**config.mk**
```make
export PLATFORM = sky130hd
export DESIGN_NAME = zoom_out_media
export DESIGN_NICKNAME = d
export VERILOG_FILES = /design/src/rtl/zoom_pkg.sv /design/src/rtl/buffer_soma.sv /design/src/rtl/zoom_out_media.sv
export SDC_FILE = /design/constraint.sdc
export NUM_CORES = 1
export LEC_CHECK = 0
export CAP_MARGIN = 20
export CORE_MARGIN = 10
export CORE_UTILIZATION = 53
export CTS_BUF_LIST = sky130_fd_sc_hd__clkbuf_4 sky130_fd_sc_hd__clkbuf_8
export DETAILED_ROUTE_END_ITERATION = 6
export GPL_ROUTABILITY_DRIVEN = 0
export GPL_TIMING_DRIVEN = 0
export PLACE_DENSITY = 0.89
export SETUP_SLACK_MARGIN = 0.4
export SLEW_MARGIN = 20
export SYNTH_ARGS = -nofsm -noshare
export SYNTH_HDL_FRONTEND = slang
export SYNTH_SLANG_ARGS = --single-unit
```
**constraint.sdc**
```tcl
create_clock -name clk -period 3.3 [get_ports clk]
set_input_delay 0.99 -clock clk [delete_from_list [all_inputs] [get_ports clk]]
set_output_delay 0.99 -clock clk [all_outputs]
set_load 0.05 [all_outputs]
```
**src/rtl/zoom_pkg.sv**
```systemverilog
// Shared widths, state encodings and the 2x2 average helper for zoom_out_media.
// Latency: n/a (declarations only).
// Backpressure: n/a.
package zoom_pkg;

   localparam int PIXEL_W = 8;   // pixel width
   localparam int SUM_W   = 9;   // horizontal pair sum stored between rows
   localparam int ACC_W   = 10;  // full four-pixel sum, cannot overflow

   // Row parity doubles as the FSM state: even rows collect sums, odd rows emit.
   localparam logic [0:0] S_PAR   = 1'b0;
   localparam logic [0:0] S_IMPAR = 1'b1;

   // Average of a stored pair sum and the two current-row pixels, truncated.
   function automatic logic [PIXEL_W-1:0] avg4(input logic [SUM_W-1:0]   pair_sum,
                                               input logic [PIXEL_W-1:0] a,
                                               input logic [PIXEL_W-1:0] b);
      logic [ACC_W-1:0] acc;
      acc = ACC_W'(pair_sum) + ACC_W'(a) + ACC_W'(b);
      return acc[ACC_W-1:2];
   endfunction

endpackage

```
**src/rtl/buffer_soma.sv**
```systemverilog
// Line buffer of horizontal pair sums from the even row of a row pair.
// Latency: write lands on the next clk edge; read is combinational.
// Backpressure: none, the caller qualifies wr_en.
// Ports: clk; wr_en/wr_addr/wr_dat write port; rd_addr/rd_dat read port.
module buffer_soma
   import zoom_pkg::*;
#(
   parameter int DEPTH = 2,
   parameter int AW    = 1
) (
   input  logic             clk,
   input  logic             wr_en,
   input  logic [AW-1:0]    wr_addr,
   input  logic [SUM_W-1:0] wr_dat,
   input  logic [AW-1:0]    rd_addr,
   output logic [SUM_W-1:0] rd_dat
);

   // Not reset: every entry is rewritten in the even row before the odd row reads it.
   logic [SUM_W-1:0] mem [0:DEPTH-1];

   always_ff @(posedge clk) begin
      if (wr_en) mem[wr_addr] <= wr_dat;
   end

   assign rd_dat = mem[rd_addr];

endmodule

```
**src/rtl/zoom_out_media.sv**
```systemverilog
// 2x2 averaging decimator with bypass; mode is chosen at the start of each row pair.
// Latency: one cycle from the completing input transfer to pixel_out.
// Backpressure: valid/ready; even zoom rows never stall, otherwise input stalls while output is held.
// Ports: clk, rst_n; enable_zoom_out; pixel_in/pixel_valid_in/pixel_ready_out upstream;
//        pixel_out/pixel_valid_out/pixel_ready_in downstream; row_done pulse on last pixel of a row.
module zoom_out_media
   import zoom_pkg::*;
#(
   parameter int IMAGE_WIDTH = 4
) (
   input  logic               clk,
   input  logic               rst_n,
   input  logic               enable_zoom_out,
   input  logic [PIXEL_W-1:0] pixel_in,
   input  logic               pixel_valid_in,
   output logic               pixel_ready_out,
   output logic [PIXEL_W-1:0] pixel_out,
   output logic               pixel_valid_out,
   input  logic               pixel_ready_in,
   output logic               row_done
);

   localparam int CW    = $clog2(IMAGE_WIDTH);
   localparam int DEPTH = IMAGE_WIDTH / 2;
   localparam int AW    = (DEPTH > 1) ? $clog2(DEPTH) : 1;

   logic [CW-1:0]      col_cnt;
   logic [0:0]         row_par;
   logic               mode;
   logic [PIXEL_W-1:0] hold;
   logic               out_last;

   logic               col_last, col_odd, pair_start, eff_zoom;
   logic               in_xfer, out_xfer, load_out, buf_wr;
   logic [AW-1:0]      buf_addr;
   logic [SUM_W-1:0]   buf_wr_dat, buf_rd_dat;
   logic [PIXEL_W-1:0] next_out;

   assign col_last   = (col_cnt == CW'(IMAGE_WIDTH - 1));
   assign col_odd    = col_cnt[0];
   assign pair_start = (col_cnt == '0) && (row_par == S_PAR);

   // The pixel that samples the mode is already processed in the new mode.
   assign eff_zoom = pair_start ? enable_zoom_out : mode;

   // Even zoom rows only touch the buffer, so they never wait on downstream.
   assign pixel_ready_out = (eff_zoom && row_par == S_PAR) ? 1'b1
                                                           : (!pixel_valid_out || pixel_ready_in);

   assign in_xfer  = pixel_valid_in && pixel_ready_out;
   assign out_xfer = pixel_valid_out && pixel_ready_in;
   assign load_out = in_xfer && (!eff_zoom || (row_par == S_IMPAR && col_odd));

   assign buf_addr   = AW'(col_cnt >> 1);
   assign buf_wr     = in_xfer && eff_zoom && (row_par == S_PAR) && col_odd;
   assign buf_wr_dat = SUM_W'(hold) + SUM_W'(pixel_in);

   assign next_out = eff_zoom ? avg4(buf_rd_dat, hold, pixel_in) : pixel_in;

   buffer_soma #(.DEPTH(DEPTH), .AW(AW)) u_buf (
      .clk     (clk),
      .wr_en   (buf_wr),
      .wr_addr (buf_addr),
      .wr_dat  (buf_wr_dat),
      .rd_addr (buf_addr),
      .rd_dat  (buf_rd_dat)
   );

   // Position and mode tracking; only input transfers move it, so stalls preserve it.
   always_ff @(posedge clk or negedge rst_n) begin
      if (!rst_n) begin
         col_cnt <= '0;
         row_par <= S_PAR;
         mode    <= 1'b0;
         hold    <= '0;
      end else if (in_xfer) begin
         if (pair_start) mode <= enable_zoom_out;
         if (!col_odd)   hold <= pixel_in;
         if (col_last) begin
            col_cnt <= '0;
            row_par <= ~row_par;
         end else begin
            col_cnt <= col_cnt + 1'b1;
         end
      end
   end

   // Output register: a load in the same cycle as an acceptance simply replaces it.
   always_ff @(posedge clk or negedge rst_n) begin
      if (!rst_n) begin
         pixel_out       <= '0;
         pixel_valid_out <= 1'b0;
         out_last        <= 1'b0;
      end else if (load_out) begin
         pixel_out       <= next_out;
         pixel_valid_out <= 1'b1;
         // Last input column ends an output row in both modes.
         out_last        <= col_last;
      end else if (out_xfer) begin
         pixel_valid_out <= 1'b0;
      end
   end

   assign row_done = out_xfer && out_last;

endmodule

```
==> results of run 1 <==
-- logic make-up (layout without fill, tap and decap cells) --
group / Yosys count / after routing / share of synthesized area [%]
muxes: 22 / 22 / 10.2
xor gates and xnor gates: 7 / 7 / 2.45
DFF: 40 / 40 / 43.7
AOI/OAI and AO/OA: 55 / 55 / 14.5
adders and majority gates: 26 / 26 / 15.7
and+or+nand+nor: 48 / 48 / 10.9
buffers and inverters: 14 / 56 / 2.60
-- worst min-delay path by stage --
stage                             from           end  slack (ps)  cells after the start
after CTS                 pixel_out[7]  pixel_out[7]         480                      1
after detailed placement  pixel_out[7]  pixel_out[7]         470                      1
after global routing      pixel_out[7]  pixel_out[7]         490                      1
final                     pixel_out[7]  pixel_out[7]         480                      1
after global placement        out_last      out_last         450                      2
after floorplan               out_last      out_last         440                      2
-- per-layer routing --
layer | vias to the layer above | GRT usage [%]
li1 | 860 | -
met1 | 882 | 18.4
met2 | 61 | 25.2
met3 | 9 | 3.68
met4 | 0 | 6.31
met5 | - | 0
-- final cells by class --
class,instances,area [sq um]
multi-input combinational,158,1550
timing repair buffer,34,294
buffer,4,38.8
tap,52,65.1
fill,307,1280
inverter,10,45.0
clock inverter,2,35.0
clock buffer,6,76.3
sequential,40,1090
-- repair_timing --
action,in CTS,in global routing
cloned,0,0
buffers inserted,9,0
endpoints found under the setup margin,14,9
gates resized for setup,53,18
pin swaps,17,10
-- registers in the layout, indices dropped and copies added (netlist names) --
name             cells
hold                 8
out_last             1
pixel_out            8
u_buf.mem           18
mode                 1
row_par              1
col_cnt              2
pixel_valid_out      1
-- cells in the final DEF, fill, tap and decap left out, drive strengths merged, types with 2 or more instances in the layout --
| cell | instances |
|---|---|
| a211oi | 4 |
| a21o | 7 |
| a21oi | 13 |
| and2 | 3 |
| and3 | 2 |
| buf | 19 |
| clkbuf | 8 |
| clkdlybuf4s50 | 11 |
| dfrtp | 22 |
| dlygate4sd2 | 5 |
| edfxtp | 18 |
| fa | 9 |
| ha | 17 |
| inv | 10 |
| mux2 | 17 |
| mux2i | 5 |
| nand2 | 11 |
| nand2b | 2 |
| nor2 | 8 |
| nor2b | 6 |
| nor3 | 8 |
| o21a | 2 |
| o21ai | 14 |
| o21bai | 5 |
| or3 | 2 |
| xnor2 | 4 |
| xor2 | 3 |
-- metrics by stage --
stage                     area, sq um  util, %  hold WS, ps
after floorplan                  2520        -          443
after global placement           2820     63.0          455
after detailed placement         2850     63.6          465
after CTS                        3120     69.8          483
after global routing             3190     71.4          493
final                            3190     71.4          478
-- critical path: stages, from the launching register on --
cell and delay, ps:
sky130_fd_sc_hd__dfrtp_2 430, sky130_fd_sc_hd__buf_8 140, sky130_fd_sc_hd__mux2_4 300, sky130_fd_sc_hd__fa_1 580, sky130_fd_sc_hd__ha_4 220, sky130_fd_sc_hd__a21o_1 170, sky130_fd_sc_hd__or3_1 320, sky130_fd_sc_hd__o32ai_2 280
sky130_fd_sc_hd__xnor2_1 120, sky130_fd_sc_hd__a221o_1 300
==> insert_results.sql, run 1 <==
INSERT INTO impl_metrics (metric_group, metric, value, unit) VALUES
('setup_path', 'worstRegToRegCells', '9', ''),
('placed_design', 'hpwl_after_detailed_placement', '4.00', 'mm'),
('setup_path', 'worst_setup_path_startpoint', 'col_cnt[1]', ''),
('drt', 'met2WireLength', '2.92', 'mm'),
('die', 'die_w', '88.7', 'um'),
('grt', 'grt_max_degree', '23', ''),
('die', 'floorplan.rows', '24', ''),
('clock_network', 'tritoncts', 'built', ''),
('setup_path', 'worst_setup_path_endpoint', 'pixel_out[6]', ''),
('clock_network', 'ctsLongestPathBuffers', '2', ''),
('finish', 'finish.net_count', '292', ''),
('setup_path', 'crit_arrival', '3160', 'ps'),
('grt', 'globalRouteOverflowTotal', '0', ''),
('drt', 'drt-pass1-iter-count', '7', ''),
('yosys', 'average_footprint_of_a_synthesized_cell', '11.8', 'sq um'),
('sta', 'worst_margin_pin_slew', '635', 'ps'),
('yosys', 'synth-main-ff-cell', 'sky130_fd_sc_hd__dfrtp_1', ''),
('job', 'maxCapViolations', '0', ''),
('setup_path', 'ff_to_ff_setup_slack', '330', 'ps'),
('sta', 'finalCritPeriodShare', '90.1', '%'),
('yosys', 'postSynthCellCount', '212', ''),
('sta', 'timing.fmax', '336', 'MHz'),
('yosys', 'library_cell_occupying_the_most_area_in_the_post_synthesis_netlist', 'sky130_fd_sc_hd__dfrtp_1', ''),
('drt', 'drt.antenna.violating_nets', '0', ''),
('finish', 'stdcell_count', '306', ''),
('placed_design', 'place.detailed.instances', '289', ''),
('sta', 'min_setup_slack_post_route', '328', 'ps'),
('drt', 'drc', '0', ''),
('sta', 'slew_viol_final', '0', ''),
('setup_path', 'timing.critical_path.required', '3490', 'ps'),
('clock_network', 'post_cts_hold_buffer_count', '0', ''),
('drt', 'route.final.wire_length', '5.72', 'mm'),
('sta', 'worst_clock_skew', '11.6', 'ps'),
('sta', 'setup-tns-final', '0', 'ps'),
('setup_path', 'r2r_end', 'pixel_out[6]', ''),
('finish', 'area_growth', '27.8', '%'),
('die', 'start_util', '55.8', '%'),
('yosys', 'synth_fp_nets', '251', ''),
('setup_path', 'critical_path_class', 'register to register', ''),
('yosys', 'yosys_warning_total', '0', ''),
('sta', 'relative_max_transition_margin', '57.6', '%'),
('placed_design', 'place_ws', '-641', 'ps'),
('run_status', 'status', 'completed', ''),
('setup_path', 'timing.critical_path.to_type', 'register', ''),
('die', 'floorplan_die_height', '88.7', 'um'),
('setup_path', 'timing.critical_path.from_type', 'register', ''),
('yosys', 'synth-edff-count', '18', ''),
('die', 'core_area', '4470', 'sq um'),
('sta', 'hold_violations', '0', ''),
('yosys', 'yosysUniqueCellTypes', '47', ''),
('yosys', 'synth_top_area_share', '22.0', '%'),
('finish', 'fraction_of_final_layout_cells_with_drive_strength_greater_than_1', '33.5', '%'),
('yosys', 'ys_async_sr_fraction', '55.0', '%'),
('clock_network', 'cts_num_sinks', '40', ''),
('clock_network', 'cts_buffers', '5', ''),
('die', 'io_pins', '24', ''),
('clock_network', 'clkSlewWorstSetupHoldPaths', '90', 'ps'),
('yosys', 'mappedNetlistArea', '2500', 'sq um'),
('drt', 'average_wire_length_per_cell_after_detail_routing', '18.7', 'um'),
('clock_network', 'htree_num_levels', '2', ''),
('drt', 'detailroute.wirelength.met3', '314', 'um'),
('drt', 'detail_route.iter0.violations', '136', ''),
('yosys', 'yosysMostFrequentCell', 'sky130_fd_sc_hd__dfrtp_1', ''),
('setup_path', 'reg2reg_from', 'col_cnt[1]', ''),
('clock_network', 'clock-root-buffer', 'sky130_fd_sc_hd__clkbuf_8', ''),
('clock_network', 'worstSkewPairLatency', '310', 'ps'),
('grt', 'antenna_violations_before_repair', '0', ''),
('yosys', 'yosys-top-cells-count', 'sky130_fd_sc_hd__dfrtp_1, sky130_fd_sc_hd__edfxtp_1, sky130_fd_sc_hd__ha_1, sky130_fd_sc_hd__mux2_2, sky130_fd_sc_hd__o21ai_0', ''),
('sta', 'rsz0062_at_grt', 'true', ''),
('drt', 'top_layer_used', 'met4', ''),
('grt', 'wire_length_of_the_first_global_routing_pass', '9.08', 'mm');
Power of run 1 is not shown: default switching activity piles up to over one toggle a cycle in this logic, so the estimate is an artifact.
==> run 2: changes to the inputs <==
--- a/config.mk
+++ b/config.mk
@@ -12,7 +12,7 @@
 export DETAILED_ROUTE_END_ITERATION = 6
 export GPL_ROUTABILITY_DRIVEN = 0
 export GPL_TIMING_DRIVEN = 0
-export PLACE_DENSITY = 0.89
+export PLACE_DENSITY = 0.86
 export SETUP_SLACK_MARGIN = 0.4
 export SLEW_MARGIN = 20
 export SYNTH_ARGS = -nofsm -noshare
==> constraint.sdc (replaced) <==
create_clock -name clk -period 3 [get_ports clk]
set_input_delay 0.9 -clock clk [delete_from_list [all_inputs] [get_ports clk]]
set_output_delay 0.9 -clock clk [all_outputs]
set_load 0.05 [all_outputs]
==> insert_results.sql, run 2 (synthesis results as in run 1) <==
INSERT INTO impl_metrics (metric_group, metric, value, unit) VALUES
('setup_path', 'maximum_fanout_along_the_worst_path', '4', ''),
('clock_network', 'post_cts_hold_buffer_count', '0', ''),
('finish', 'stdcell_count', '322', ''),
('sta', 'relative_max_transition_margin', '64.7', '%'),
('drt', 'average_wire_length_per_cell_after_detail_routing', '21.2', 'um'),
('sta', 'timing.fmax', '334', 'MHz'),
('setup_path', 'timing.critical_path.required', '3250', 'ps'),
('finish', 'finish.net_count', '308', ''),
('finish', 'top_register', 'u_buf.mem', ''),
('clock_network', 'ctsLongestPathBuffers', '2', ''),
('drt', 'vias_per_cell', '6.13', ''),
('finish', 'n_fill_cell', '253', ''),
('drt', 'detail_route.iter0.violations', '181', ''),
('grt', 'grt_util_all_layers', '16.1', '%'),
('setup_path', 'crit_arrival', '3240', 'ps'),
('clock_network', 'clock-root-buffer', 'sky130_fd_sc_hd__clkbuf_8', ''),
('grt', 'grt.met3_usage', '4.32', '%'),
('grt', 'wire_length_of_the_first_global_routing_pass', '9.70', 'mm'),
('worst_hold_path', 'min-delay-path-class', 'register to register', ''),
('grt', 'globalRouteOverflowTotal', '0', ''),
('drt', 'drt-pass1-iter-count', '4', ''),
('finish', 'area_growth', '36.5', '%'),
('sta', 'worst_margin_pin_slew', '529', 'ps'),
('placed_design', 'buffer_ports.inserted', '23', ''),
('sta', 'worst_clock_skew', '15.9', 'ps'),
('die', 'floorplan_die_height', '88.7', 'um'),
('die', 'die_area', '7860', 'sq um'),
('setup_path', 'critical_path_class', 'input port to register', ''),
('clock_network', 'tritoncts', 'built', ''),
('setup_path', 'timing.critical_path.from_type', 'input port', ''),
('job', 'maxCapViolations', '0', ''),
('die', 'core_area', '4470', 'sq um'),
('clock_network', 'worstSkewPairLatency', '310', 'ps'),
('drt', 'vias', '1973', ''),
('drt', 'drc', '0', ''),
('die', 'start_util', '55.8', '%'),
('clock_network', 'cts_num_sinks', '40', ''),
('sta', 'finalCritPeriodShare', '99.8', '%'),
('finish', 'layout_common_cells', 'sky130_fd_sc_hd__buf_4, sky130_fd_sc_hd__dfrtp_1, sky130_fd_sc_hd__edfxtp_1', ''),
('die', 'die_w', '88.7', 'um'),
('sta', 'setup-violations-final', '0', ''),
('die', 'io_pins', '24', ''),
('finish', 'number_of_diodes', '0', ''),
('grt', 'global_route.usage.met1', '19.0', '%'),
('finish', 'fraction_of_final_layout_cells_with_drive_strength_greater_than_1', '38.5', '%'),
('grt', 'grt_max_degree', '23', ''),
('drt', 'route.final.wire_length', '6.84', 'mm'),
('finish', 'layout.cells.most_common', 'sky130_fd_sc_hd__buf_4', ''),
('sta', 'period_needed', '3000', 'ps'),
('clock_network', 'clkSlewWorstSetupHoldPaths', '80', 'ps'),
('grt', 'antenna_violations_before_repair', '0', ''),
('finish', 'largest_registers', 'u_buf.mem: 18 flops, hold: 8 flops, pixel_out: 8 flops', ''),
('sta', 'slew_viol_final', '0', ''),
('sta', 'rsz0062_at_grt', 'true', ''),
('setup_path', 'timing.critical_path.to_type', 'register', ''),
('grt', 'gr-usage-met2', '26.1', '%'),
('placed_design', 'place.detailed.instances', '289', ''),
('sta', 'hold_violations', '0', ''),
('run_status', 'status', 'completed', ''),
('grt', 'grt_pass1_vias', '2002', ''),
('die', 'floorplan.rows', '24', ''),
('placed_design', 'hpwl_after_detailed_placement', '4.13', 'mm'),
('finish', 'largest_reg_flops', '18', ''),
('drt', 'drt.antenna.violating_nets', '0', ''),
('clock_network', 'htree_num_levels', '2', ''),
('clock_network', 'cts_buffers', '5', ''),
('grt', 'grt_most_used_layer', 'met2', '');
==> run 2: critical path: stages <==
cell	delay, ps
sky130_fd_sc_hd__dlygate4sd2_1	300
sky130_fd_sc_hd__fa_1	570
sky130_fd_sc_hd__inv_2	60
sky130_fd_sc_hd__fa_2	430
sky130_fd_sc_hd__nor2b_4	140
sky130_fd_sc_hd__o31a_1	200
sky130_fd_sc_hd__o221ai_2	130
sky130_fd_sc_hd__a2111oi_2	400
sky130_fd_sc_hd__a21o_1	120
==> run 2: metal layers <==
layer / vias up / share of wire [%] / routed length [um]
met2: 94 / 51 / 3490
met5: - / 0 / 0
met1: 952 / 39 / 2640
met4: 0 / 3.7 / 253
met3: 29 / 6.7 / 457
li1: 898 / - / -
==> run 2: per-stage QoR <==
step	TNS [ps]	hold WS, ps	util, %	worst slack [ps]	area (sq um)
2_1_floorplan	0	443	-	100	2570
3_3_place_gp	-12580	458	64.1	-840	2870
3_5_place_dp	-5830	469	64.7	-912	2890
4_1_cts	0	487	70.2	65.2	3140
5_1_grt	-165	497	76.2	-65.0	3410
6_report	0	484	76.2	4.57	3410
==> run 2: timing repair <==
action / 4_1_cts / 5_1_grt
setup buffers: 9 / 16
pin swaps: 14 / 21
resized for setup: 46 / 32
endpoints found under the setup margin: 28 / 24
==> run 2: cell type report <==
type | count | area, sq um | area share [%]
tap | 52 | 65.1 | 1.91
buffer | 4 | 43.8 | 1.28
clock inverter | 2 | 35.0 | 1.03
sequential | 40 | 1090 | 32.0
multi-input combinational | 158 | 1610 | 47.1
inverter | 10 | 50.0 | 1.47
timing repair buffer | 50 | 440 | 12.9
clock buffer | 6 | 76.3 | 2.24
==> run 2: final timing paths <==
kind | start | end | slack, ps | cells after the start
max in group asynchronous | rst_n | col_cnt[1] | 2060 | 1
hold reg to reg | pixel_out[7] | pixel_out[7] | 480 | 1
min in group asynchronous | rst_n | col_cnt[0] | 560 | 1
hold / removal | pixel_out[7] | pixel_out[7] | 480 | 1
setup reg to reg | col_cnt[1] | pixel_out[7] | 10 | 10
setup / recovery | pixel_in[2] | pixel_out[7] | 5 | 9
Power of run 2 is left out for the same reason.
